**config.mk**
```make
export PLATFORM = sky130hd
export DESIGN_NAME = clk_rst_interface
export DESIGN_NICKNAME = d
export VERILOG_FILES = /design/src/rtl/clk_rst_pkg.sv /design/src/rtl/rst_sync.sv /design/src/rtl/clk_rst_interface.sv
export SDC_FILE = /design/constraint.sdc
export NUM_CORES = 1
export LEC_CHECK = 0
export BUFFER_PORTS_ARGS = -buffer_cell sky130_fd_sc_hd__buf_2
export CAP_MARGIN = 5
export CORE_UTILIZATION = 45
export DETAILED_ROUTE_END_ITERATION = 8
export GPL_TIMING_DRIVEN = 0
export PLACE_DENSITY_LB_ADDON = 0.25
export SLEW_MARGIN = 5
export SYNTH_ARGS = -nofsm -noshare
export SYNTH_HDL_FRONTEND = slang
export SYNTH_SLANG_ARGS = --single-unit
```
**constraint.sdc**
```tcl
create_clock -name clk -period 2.4 [get_ports clk]
set_clock_uncertainty 0.05 [all_clocks]
set_input_delay 0.24 -clock clk [delete_from_list [all_inputs] [get_ports clk]]
set_output_delay 0.24 -clock clk [all_outputs]
set_load 0.02 [all_outputs]
```
**src/rtl/clk_rst_pkg.sv**
```systemverilog
// Shared types and constants for the clock/reset interface block.
package clk_rst_pkg;

  localparam int MODE_DUMP  = 0;
  localparam int MODE_READ  = 1;
  localparam int CW_DEFAULT = 32;

  typedef enum logic [1:0] {
    ST_IDLE = 2'd0,
    ST_RUN  = 2'd1,
    ST_WAIT = 2'd2
  } state_t;

  // Transaction FSM state bundled for observation by bound checkers.
  typedef struct packed {
    state_t state;
    logic   start_q;
    logic   seen_low;
  } fsm_dbg_t;

endpackage

```
**src/rtl/rst_sync.sv**
```systemverilog
// Two-flop reset synchronizer: asserts asynchronously, releases on the 2nd clock edge.
module rst_sync (
  input  logic clk,
  input  logic rst_n,
  output logic rst_sync_n
);

  logic meta;

  always_ff @(posedge clk or negedge rst_n) begin
    if (!rst_n) begin
      meta       <= 1'b0;
      rst_sync_n <= 1'b0;
    end else begin
      meta       <= 1'b1;
      rst_sync_n <= meta;
    end
  end

endmodule

```
**src/rtl/clk_rst_interface.sv**
```systemverilog
// Reset synchronizer, free-running cycle counter and start/ready transaction counter.
// Optional reference-count check is built when CLK_RST_REF_CHECK_EN is defined.
module clk_rst_interface
  import clk_rst_pkg::*;
#(
  parameter int MODE   = MODE_DUMP,
  parameter bit ACTIVE = 1'b1,
  parameter int CW     = CW_DEFAULT
) (
  input  logic          clk,
  input  logic          rst_n,
  input  logic          ap_start,
  input  logic          ap_ready,
  input  logic [CW-1:0] ref_trans_cnt,
  input  logic          chk,
  output logic          rst_sync_n,
  output logic [CW-1:0] cycle_cnt,
  output logic [CW-1:0] trans_cnt,
  output logic          wait_next
`ifdef CLK_RST_REF_CHECK_EN
  ,
  output logic          cnt_mismatch
`endif
);

  logic     sync_n;
  logic     rst_int_n;
  logic     start_v;
  logic     ready_v;
  fsm_dbg_t fsm;

  rst_sync u_rst_sync (
    .clk        (clk),
    .rst_n      (rst_n),
    .rst_sync_n (sync_n)
  );

  // An inactive block is held in reset permanently.
  assign rst_int_n  = sync_n & ACTIVE;
  assign rst_sync_n = rst_int_n;

  assign start_v = (ap_start === 1'b1);
  assign ready_v = (ap_ready === 1'b1);

  always_ff @(posedge clk or negedge rst_int_n) begin
    if (!rst_int_n) begin
      cycle_cnt <= '0;
    end else if (cycle_cnt != '1) begin
      cycle_cnt <= cycle_cnt + CW'(1);
    end
  end

  // Handshake: a transaction opens on a rising ap_start, closes when ap_start and
  // ap_ready are both high at an edge, and the next one opens on any later edge
  // with ap_start high (ap_ready ignored at that edge). seen_low keeps a start
  // that is already high out of reset from counting as a rising edge.
  always_ff @(posedge clk or negedge rst_int_n) begin
    if (!rst_int_n) begin
      fsm.state    <= ST_IDLE;
      fsm.start_q  <= 1'b0;
      fsm.seen_low <= 1'b0;
      trans_cnt    <= '0;
      wait_next    <= 1'b0;
    end else begin
      case (fsm.state)
        ST_IDLE: begin
          fsm.start_q <= start_v;
          if (!start_v) fsm.seen_low <= 1'b1;
          if (start_v && !fsm.start_q && fsm.seen_low) begin
            trans_cnt <= CW'(1);
            fsm.state <= ST_RUN;
          end
        end
        ST_RUN: begin
          if (start_v && ready_v) begin
            fsm.state <= ST_WAIT;
            wait_next <= 1'b1;
          end
        end
        ST_WAIT: begin
          if (start_v) begin
            fsm.state <= ST_RUN;
            wait_next <= 1'b0;
            if (trans_cnt != '1) trans_cnt <= trans_cnt + CW'(1);
          end
        end
        default: begin
          fsm.state <= ST_IDLE;
          wait_next <= 1'b0;
        end
      endcase
    end
  end

`ifdef CLK_RST_REF_CHECK_EN
  always_ff @(posedge clk or negedge rst_int_n) begin
    if (!rst_int_n) begin
      cnt_mismatch <= 1'b0;
    end else if ((MODE == MODE_READ) && chk && (trans_cnt != ref_trans_cnt)) begin
      cnt_mismatch <= 1'b1;
    end
  end
`else
  logic unused_inputs;
  assign unused_inputs = ^{chk, ref_trans_cnt, (MODE == MODE_READ)};
`endif

endmodule

```
==> flow_summary.toml <==
[clocking]
cts_max_path_buffers = 2
cts_tree = "done"
numCtsBuffers = 9
cts_num_sinks = 71
clock-root-buffer = "clkbuf_8"
insertion_delay_ns = 0.35
htreeDepth = 3
clk_pin_slew_ns = 0.07

[synthesis]
yosys.area_share.simple = 0.2703
synth-warning-count = 0
synthAdderAreaFrac = 0.006553
synth-seq-area-share = 0.4653
ys_ff_latch = 71
synth_top_family_by_area = "simple AND/OR/NAND/NOR gates"
synth.distinct_cells = 62
synthesis.nets = 433
synthXorXnorAreaFrac = 0.06881
synth_compound_area_frac = 0.1376
ys.flop_type = "dfrtp_1"
synth-edff-count = 0
yosys-mux-area-fraction = 0.01933
synthCells = 394
syn_area_um2 = 3819
synthArstFlopShare = 1.000
synth_area_per_cell_um2 = 9.692

[routing]
wl_per_cell_um = 17.19
remaining_drc_errors = 0
routed_via_density = 5.971
drt-pass1-iter-count = 5
drt_wl_total_mm = 10.09
drt_iter0_markers = 323
num_vias = 3505
ant_nets = 0

[worst_setup_path]
slowest_delay_ns = 0.53
path_cells = "ha_1 > nand3_2 > nor3_2 > nor3b_1 > a41o_1 > nor2_1"
cp.arrival_ns = 2.42
path_max_fanout = 7
worst-path-buf-inv = 0
crit_path_start_kind = "register"
slowest_stage = "nor3_2"
critical_path.top_delay_family = "simple AND/OR/NAND/NOR gates"
timing.rr.start = "trans_cnt[0]"
end_kind = "register"
crit_path_start = "trans_cnt[0]"
critical_path_class = "reg2reg"
required_ns = 2.58

[global_route]
grt-busiest-layer = "met2"
grt_usage = 0.2413
grt_pass1_vias = 3344
grt.met1_usage = 0.3469
antenna_found_initial = 0
grtUsageMet3 = 0.05259
grt_max_degree = 52
grt_pass1_wl_mm = 16.36
use_met2 = 0.3479
grt.overflow.total = 0

[power_and_ir_drop]
cellPowerDensity_nw_per_um2 = 667.0
vdd_drop_max_uv = 408.4
power_mw = 3.037
leakagePower_nw = 2.091

[timing]
grt_setup_unrepaired = "no"
timing.final.ws_setup_ns = 0.1606
hold_viol_final = 0
fin_crit_ns = 2.239
fin_crit_sh = 0.9331
slew_viol_final = 0
setup-violations-final = 0
relSlewSlack = 0.5377
tightest_slew_ns = 0.6888
max_freq_mhz = 446.6
holdWs_ns = 0.1456
setup_tns_ns = 0

[layout]
fillers = 748
syn_to_final_growth_pct = 19.23
nets = 516
instances_no_fill = 587
diodes = 0
utilization = 0.5541
drive_above_1_share = 0.2344
final_area_um2 = 4553

[floorplanning]
start_util = 0.4647
die-area_um2 = 8859
die_h_um = 94.12
num_rows = 33
ioPinCount = 103
core_area_um2 = 8217
dieWidth_um = 94.12

[status]
outcome = "completed"

[run]
maxCapViolCount = 0

[placement]
port_buffers = 69
place_hpwl_mm = 7.040
pre_cts_ws_ns = 0.04596
dpl_cell_area_um2 = 4327
post-place-cells = 569
place_congestion = 0.8573

[worst_hold_path]
min_path_type = "in2async"
==> where the power goes <==
group / total (mW) / switching [mW] / leakage, nW / internal (mW)
registers: 1.39 / 0.106 / 0.957 / 1.28
clock network: 1.01 / 0.487 / 0.101 / 0.520
logic: 0.644 / 0.442 / 1.03 / 0.202
total: 3.04 / 1.03 / 2.09 / 2.00
==> path summary, 6_finish.rpt <==
check                      cells after the start  slack [ns]               endpoint
setup / recovery                               6        0.16          trans_cnt[18]
hold / removal                                 2        0.15  u_rst_sync.rst_sync_n
setup reg to reg                               6        0.16          trans_cnt[18]
hold reg to reg                                0        0.16          cycle_cnt[19]
max in group asynchronous                      1        1.61          cycle_cnt[30]
min in group clk                               3        0.15                 fsm[3]
==> kinds of logic after synthesis <==
kind of cell / after synthesis
adder cells (fa/ha/maj): 2
flip-flops: 71
AO/OA/AOI/OAI: 77
AND/OR/NAND/NOR: 181
multiplexers: 7
other: 1
XOR/XNOR: 30
buffers and inverters: 25
==> placed cells by master, fill, tap and decap left out, types with 5 or more instances in the layout <==
| master | count |
|---|---|
| o21ai_0 | 9 |
| clkbuf_8 | 10 |
| nor4_1 | 5 |
| clkbuf_1 | 9 |
| buf_2 | 71 |
| xnor2_1 | 18 |
| nor3_1 | 15 |
| dfrtp_1 | 70 |
| nand2_1 | 37 |
| inv_1 | 8 |
| a21oi_1 | 11 |
| xor2_1 | 12 |
| and2_1 | 6 |
| o21ai_1 | 6 |
| a31oi_1 | 17 |
| nor2_1 | 24 |
| nand2b_1 | 5 |
| nand3_1 | 28 |
| o31ai_1 | 8 |
| nand4_1 | 24 |
==> synth_stat cells, types with 6 or more instances <==
master | count | area, µm²
nor3_1 | 15 | 75.07
inv_1 | 8 | 30.03
o31ai_1 | 8 | 60.06
a21oi_1 | 11 | 55.05
nand3_1 | 28 | 140.1
clkbuf_1 | 9 | 33.78
xor2_1 | 12 | 105.1
nor2_1 | 24 | 90.09
xnor2_1 | 18 | 157.7
nand4_1 | 24 | 150.1
nand2_1 | 38 | 142.6
dfrtp_1 | 71 | 1777
a31oi_1 | 17 | 106.4
o21ai_1 | 6 | 30.03
and2_1 | 6 | 37.54
o21ai_0 | 9 | 45.04
==> worst register-to-register path: stages, from the launching register on <==
cell and delay [ns]:
dfrtp_1 0.47, ha_1 0.26, nand3_2 0.20, nor3_2 0.53, nor3b_1 0.36, a41o_1 0.22, nor2_1 0.04
==> repair_timing <==
action / CTS / global route
resized for setup: 0 / 3
hold endpoints to repair: 2 / 0
hold buffers: 1 / 0
endpoints found under the setup margin: 0 / 13
buffers inserted: 0 / 1
==> metal layers <==
layer / wire length, µm / share of wire
met2: 4569 / 0.45
met3: 717 / 0.071
met1: 4630 / 0.46
met5: 0 / 0
met4: 171 / 0.017
==> registers in the layout (all words and copies together), names as in the netlist <==
register / flops
u_rst_sync.rst_sync_n: 1
cycle_cnt: 32
u_rst_sync.meta: 1
wait_next: 1
trans_cnt: 32
fsm: 4
==> layout make-up <==
type,count,area [µm²],area share
Multi-Input combinational cell,298,1926,0.4229
Sequential cell,71,1780,0.3910
Timing Repair Buffer,72,390.4,0.08574
Clock buffer,11,141.4,0.03105
Tap cell,105,131.4,0.02885
Buffer,16,86.33,0.01896
Clock inverter,5,63.81,0.01401
Inverter,9,33.78,0.007420
No activity file was read; power rests on OpenSTA's default activity.
